File: src/rtl/sync_fifo.sv
// sync_fifo: single-clock FIFO with registered read data and a one-cycle valid strobe.
// Flags decode from the occupancy count so they only change after a clock edge.
module sync_fifo #(
   parameter int DATA_WIDTH = 8,
   parameter int DEPTH      = 16
) (
   input  logic                  clk,
   input  logic                  rst_n,
   input  logic                  wr_en,
   input  logic                  rd_en,
   input  logic [DATA_WIDTH-1:0] data_in,
   output logic                  full,
   output logic                  empty,
   output logic [DATA_WIDTH-1:0] data_out,
   output logic                  valid
);
   localparam int AW = $clog2(DEPTH);
   localparam int CW = AW + 1;
   logic [DATA_WIDTH-1:0] mem [DEPTH];
   logic [AW-1:0]         wr_ptr, rd_ptr;
   logic [CW-1:0]         count;
   logic                  wr_acc, rd_acc;
   assign empty  = count == '0;
   assign full   = count == CW'(DEPTH);
   assign wr_acc = wr_en & ~full;
   assign rd_acc = rd_en & ~empty;
   // Storage is deliberately left unreset; reset only makes it unreachable.
   always_ff @(posedge clk)
      if (wr_acc) mem[wr_ptr] <= data_in;
   always_ff @(posedge clk or negedge rst_n)
      if (!rst_n) begin
         wr_ptr   <= '0;
         rd_ptr   <= '0;
         count    <= '0;
         data_out <= '0;
         valid    <= 1'b0;
      end else begin
         valid <= rd_acc;
         if (wr_acc) wr_ptr <= wr_ptr == AW'(DEPTH - 1) ? '0 : wr_ptr + 1'b1;
         if (rd_acc) begin
            rd_ptr   <= rd_ptr == AW'(DEPTH - 1) ? '0 : rd_ptr + 1'b1;
            data_out <= mem[rd_ptr];
         end
         count <= wr_acc & ~rd_acc ? count + 1'b1 :
                  rd_acc & ~wr_acc ? count - 1'b1 : count;
      end
endmodule

File: config.mk
export PLATFORM = sky130hd
export DESIGN_NAME = sync_fifo
export DESIGN_NICKNAME = d
export VERILOG_FILES = /design/src/rtl/sync_fifo.sv
export SDC_FILE = /design/constraint.sdc
export NUM_CORES = 1
export LEC_CHECK = 0
export BUFFER_PORTS_ARGS = -buffer_cell sky130_fd_sc_hd__clkbuf_2
export CAP_MARGIN = 10
export CORE_MARGIN = 2
export CORE_UTILIZATION = 60
export DETAILED_ROUTE_END_ITERATION = 10
export PLACE_DENSITY = 0.79
export REMOVE_ABC_BUFFERS = 1
export SLEW_MARGIN = 10
export SYNTH_ARGS = -nofsm -noshare
export SYNTH_HDL_FRONTEND = slang
export SYNTH_SLANG_ARGS = --single-unit
File: constraint.sdc
create_clock -name clk -period 3.8 [get_ports clk]
set_clock_uncertainty 0.05 [all_clocks]
set_input_delay 1.14 -clock clk [delete_from_list [all_inputs] [get_ports clk]]
set_output_delay 1.14 -clock clk [all_outputs]
set_load 0.02 [all_outputs]
# [Yosys cells after proc, flatten, opt, wreduce, memory -nomap -nowiden]
# Memories as Yosys holds them, arrays and structs flattened. A register that Yosys moved wholly into a read port is not among the register bits.
# Cells that the tools add are included.
[op_classes] n_addsub=4 eq_ne=3 n_mux=6 n_bitwise=8 reduce_logical=3
[ops] operator="$mux W5" count=2
[ops] operator="$add A4 B1 Y4 const B" count=2
[ops] operator="$eq A4 B4 Y1 const B" count=2
[ops] operator="$mux W4" count=2
[ops] operator="$add A5 B1 Y5 const B" count=1
[ops] operator="$eq A5 B5 Y1 const B" count=1
[ops] operator="$logic_not A5 Y1" count=1
[ops] operator="$sub A5 B1 Y5 const B" count=1
[ops] operator="$and A1 B1 Y1" count=4
[ops] operator="$not A1 Y1" count=4
[ops] operator="$mux W1" count=2
[ops] operator="$reduce_bool A2 Y1" count=1
[ops] operator="$logic_not A1 Y1" count=1
[totals] register_bits=14 ram_bits=128 input_bits=12 word_cells=29 n_memories=1
[mem_list] name="mem" words=16 width=8 read_ports=1 rd_clocked_by_memory_dff=1 write_ports=1 line_no="19" source="logic [DATA_WIDTH-1:0] mem [DEPTH];"

# [Longest topological paths before layout]
[logic_depth] ltp_word=7 mapped_depth=11 mapped_depth_nobuf=10

# [Worst setup path before layout]
# Ideal clock, no wire load.
[synth_path] path_type="input-to-reg" start="input rd_en" end="register count[4]" setup_ns=0.080 arrival_ns=2.717 required_ns=3.670 path_slack_ns=0.953 cell_stages=10 path_cell_list="o21a_4 -> buf_4 -> inv_1 -> ha_1 -> inv_1 -> ha_1 -> a21o_1 -> a21oi_1 -> mux2i_1 -> xnor2_1"
[synth_via] elab_chain_cells=4
[synth_rtl] element="from (decl)" line_no="10" source="input logic rd_en,"
[synth_rtl] element="$and A1 B1 Y1 (*)" line_no="26" source="assign rd_acc = rd_en & ~empty;"
[synth_rtl] element="named net rd_acc" line_no="22" source="logic wr_acc, rd_acc;"
[synth_rtl] element="$not A1 Y1" line_no="44" source="count <= wr_acc & ~rd_acc ? count + 1'b1 :"
[synth_rtl] element="$and A1 B1 Y1" line_no="44"
[synth_rtl] element="$mux W5 or $reduce_bool A2 Y1 (tied branches)"
[synth_rtl] element="to (signal assigned)" line_no="44"
[synth_rtl] element="to (decl)" line_no="21" source="logic [CW-1:0] count;"
# Mark *: on every way through the listed nets, which the timed path passes. The rest lies on a longest branch.
# A chain may end at the register's enable or synchronous reset.

# [Worst setup path after layout]
[layout_path] start="register count[0]" end="output full"
[layout_via] elab_chain_cells=1
[layout_rtl] element="$eq A5 B5 Y1" line_no="24" source="assign full = count == CW'(DEPTH);"
[layout_rtl] element="to (decl)" line_no="12" source="output logic full,"
# Every way passes these cells.

==> summary.md <==
| Metric | Value |
|---|---|
| Outcome | `finished clean` |
| Die width | `between 100 and 150 um` |
| Leakage | `2.47 nW` |
| CP startpoint kind | `flip-flop` |
| Clock transition at the registers of the reported paths | `around 0.06 ns` |
| Hold_ws | `just under 0.5 ns` |
| Peak supply drop | `0.000432 V` |
| Final setup vio count | `0` |
| Avg WL per Cell | `between 20 and 25 um` |
| Place WS | `roughly 0.71 ns` |
| WP data required | `about 2.6 ns` |
| Worst Max-Slew Pin Slew | `roughly 0.77 ns` |
| Vias in the first global route | `about 3200` |
| Crit. End Element | `output port` |
| Leading area contributor after synthesis | `edfxtp_1` |
| Crit Path Class | `flip-flop to output port` |
| Core area | `0.0102 mm^2` |
| FP Rows | `37` |
| First-pass GRT wire length | `between 15000 and 20000 um` |
| Post-synthesis sequential element count | `150` |
| Main synth FF type | `edfxtp_1` |
| GRT Residual Overflow | `0` |
| MaxCap Viol Count | `0` |
| H-tree lvl count | `4` |
| Root buffer cell | `clkbuf_8` |
| Max clock buf depth | `2` |
| Clock sinks | `150` |
| Avg Cell Area, Syn | `roughly 16 um^2` |
| TritonCTS Buffers | `17` |
| Post-route DRC | `0` |
| Post-CTS sizing | `0` |
| Post-synth top area share | `0.620` |
| Fillcell total | `around 670` |
| R2R cell count | `11` |
| Mapped cell area | `between 0.006 and 0.007 mm^2` |
| RR Startpoint | `count[0]` |
| Most frequent cell after synthesis | `edfxtp_1` |
| Drt initial violations | `approximately 350` |
| Syn Inst Count | `380` |
| Wirelength, routed | `11600 um` |
| Ys Warns | `0` |
| Worst Path Arrival | `between 1.5 and 2 ns` |
| Worst Hold Launch | `data_out[6]` |
| CTS tree | `built` |
| Critical Path Source | `count[0]` |
| Initial Util | `0.609` |
| Top fanout value on the critical path | `4` |
| Dpl hpwl | `between 7000 and 8000 um` |
| PD cells | `774 mW/mm^2` |
| I/O pins | `23` |
| Synth cell count leaders | `128 x edfxtp_1, 41 x mux2i_1, 31 x nor2_1, 22 x dfrtp_1, 16 x o22ai_1` |
| Largest net degree at the start of global routing | `29` |
| Fin. max-slew vios | `0` |
| Via count | `between 3000 and 4000` |
| Final Hold Fails | `0` |
| Period utilisation layout | `0.784` |
| Initial antenna violation count | `0` |
| Post-synth EDFFs | `around 130` |
| Worst min path class | `flip-flop to flip-flop` |
| Post-synth ARST share | `0.147` |
| ANT cells | `0` |
| # nets final | `between 400 and 500` |
| Seq/Total Area, Yosys | `0.709` |
| Final WS setup | `about 0.82 ns` |
| Unrepaired setup endpoints after global routing | `no` |
| Period minus WS final | `2.98 ns` |
| Post-CTS setup buffer count | `0` |
| Post-route ant nets | `0` |
| Max Freq | `336 MHz` |
| Die ar. | `between 0.01 and 0.015 mm^2` |
| Area delta synth->final | `12.0%` |
| Hold buffer count at CTS | `0` |
| Synth top area cells | `edfxtp_1 62%, dfrtp_1 8.9%, mux2i_1 6.6%, mux4_2 2.5%, ha_1 2.0%` |
| Total Neg Setup Slack | `0 ns` |
| Vias per cell | `5.93` |
| All-Layer GR Usage | `0.229` |
| Worst slew margin | `0.482` |
| Die Y | `106 um` |
| Hold depth | `2` |
| Port Buffers | `22` |
| Drt first pass iters | `5` |
| Worst skew pair latency | `about 0.52 ns` |
| GPL Wtd Cong | `about 0.85` |
| Yosys cell types | `41` |
| Layout cell share with drive strength beyond 1 | `0.192` |
==> metal layers <==
metal	part of all wire	GRT usage	vias up
met5	0	0	-
met4	0.020	0.0874	0
met3	0.067	0.0674	19
met2	0.48	0.344	116
met1	0.43	0.319	1653
li1	-	-	1521
==> through the flow <==
step / power (mW) / instances / cell area, um^2 / util
after global routing: 5.65 / 558 / 6940 / 0.681
final: 5.37 / 558 / 6940 / 0.681
after detailed placement: 3.85 / 526 / 6390 / 0.627
after CTS: 5.40 / 558 / 6940 / 0.681
after floorplan: 3.35 / 360 / 6050 / -
after global placement: 3.79 / 526 / 6390 / 0.627
==> cell usage in the layout (no fill, tap or decap), types with 3 or more instances in the layout <==
master	n
edfxtp_1	128
mux2i_1	41
nor2_1	31
dfrtp_1	22
clkbuf_2	22
o22ai_1	16
clkbuf_16	16
nor3_1	13
nand2_1	11
a21oi_1	10
ha_1	10
nor2b_1	9
inv_1	8
a211oi_1	8
a2111oi_2	8
buf_4	8
mux4_2	7
clkinvlp_4	6
nand3_1	5
xnor2_1	5
nand2b_1	3
o21ai_1	3
o21ai_0	3
clkinv_2	3
==> critical path, stage by stage, from the launching register on <==
cell and delay, ns:
dfrtp_1 0.43, or4_4 0.56, nor2_2 0.11, clkbuf_2 0.17
==> power breakdown <==
part | switching [mW] | internal, mW
combinational | 0.884 | 0.652
sequential | 0.249 | 2.03
clock | 0.628 | 0.924
total | 1.76 | 3.61
==> layout make-up <==
type,instances,area [um^2],area share
multi-input cells,202,1620,0.234
repair buffers,30,170,0.0245
well taps,136,170,0.0245
flip-flops and latches,150,4390,0.633
clock inverters,14,136,0.0197
clock buffers,18,418,0.0602
inverters,8,30.0,0.00433
==> worst paths after layout <==
kind / endpoint / slack, ns
worst max-delay path: full / 0.82
worst min-delay path: data_out[6] / 0.48
worst max register to register: count[4] / 0.94
worst min register to register: data_out[6] / 0.48
max in group asynchronous: data_out[1] / 2.80
min in group asynchronous: count[0] / 0.54
==> state kept, by name, indices dropped and copies added, names as in the netlist <==
signal / flops
count: 5
data_out: 8
mem: 128
rd_ptr: 4
valid: 1
wr_ptr: 4
==> kinds of logic after synthesis <==
group	synth area share
AO/OA/AOI/OAI	0.0666
adder cells (fa/ha/maj)	0.0234
multiplexers	0.101
flip-flops	0.709
buffers and inverters	0.0295
AND/OR/NAND/NOR	0.0624
XOR/XNOR	0.00848
(Power assumes the default switching activity.)
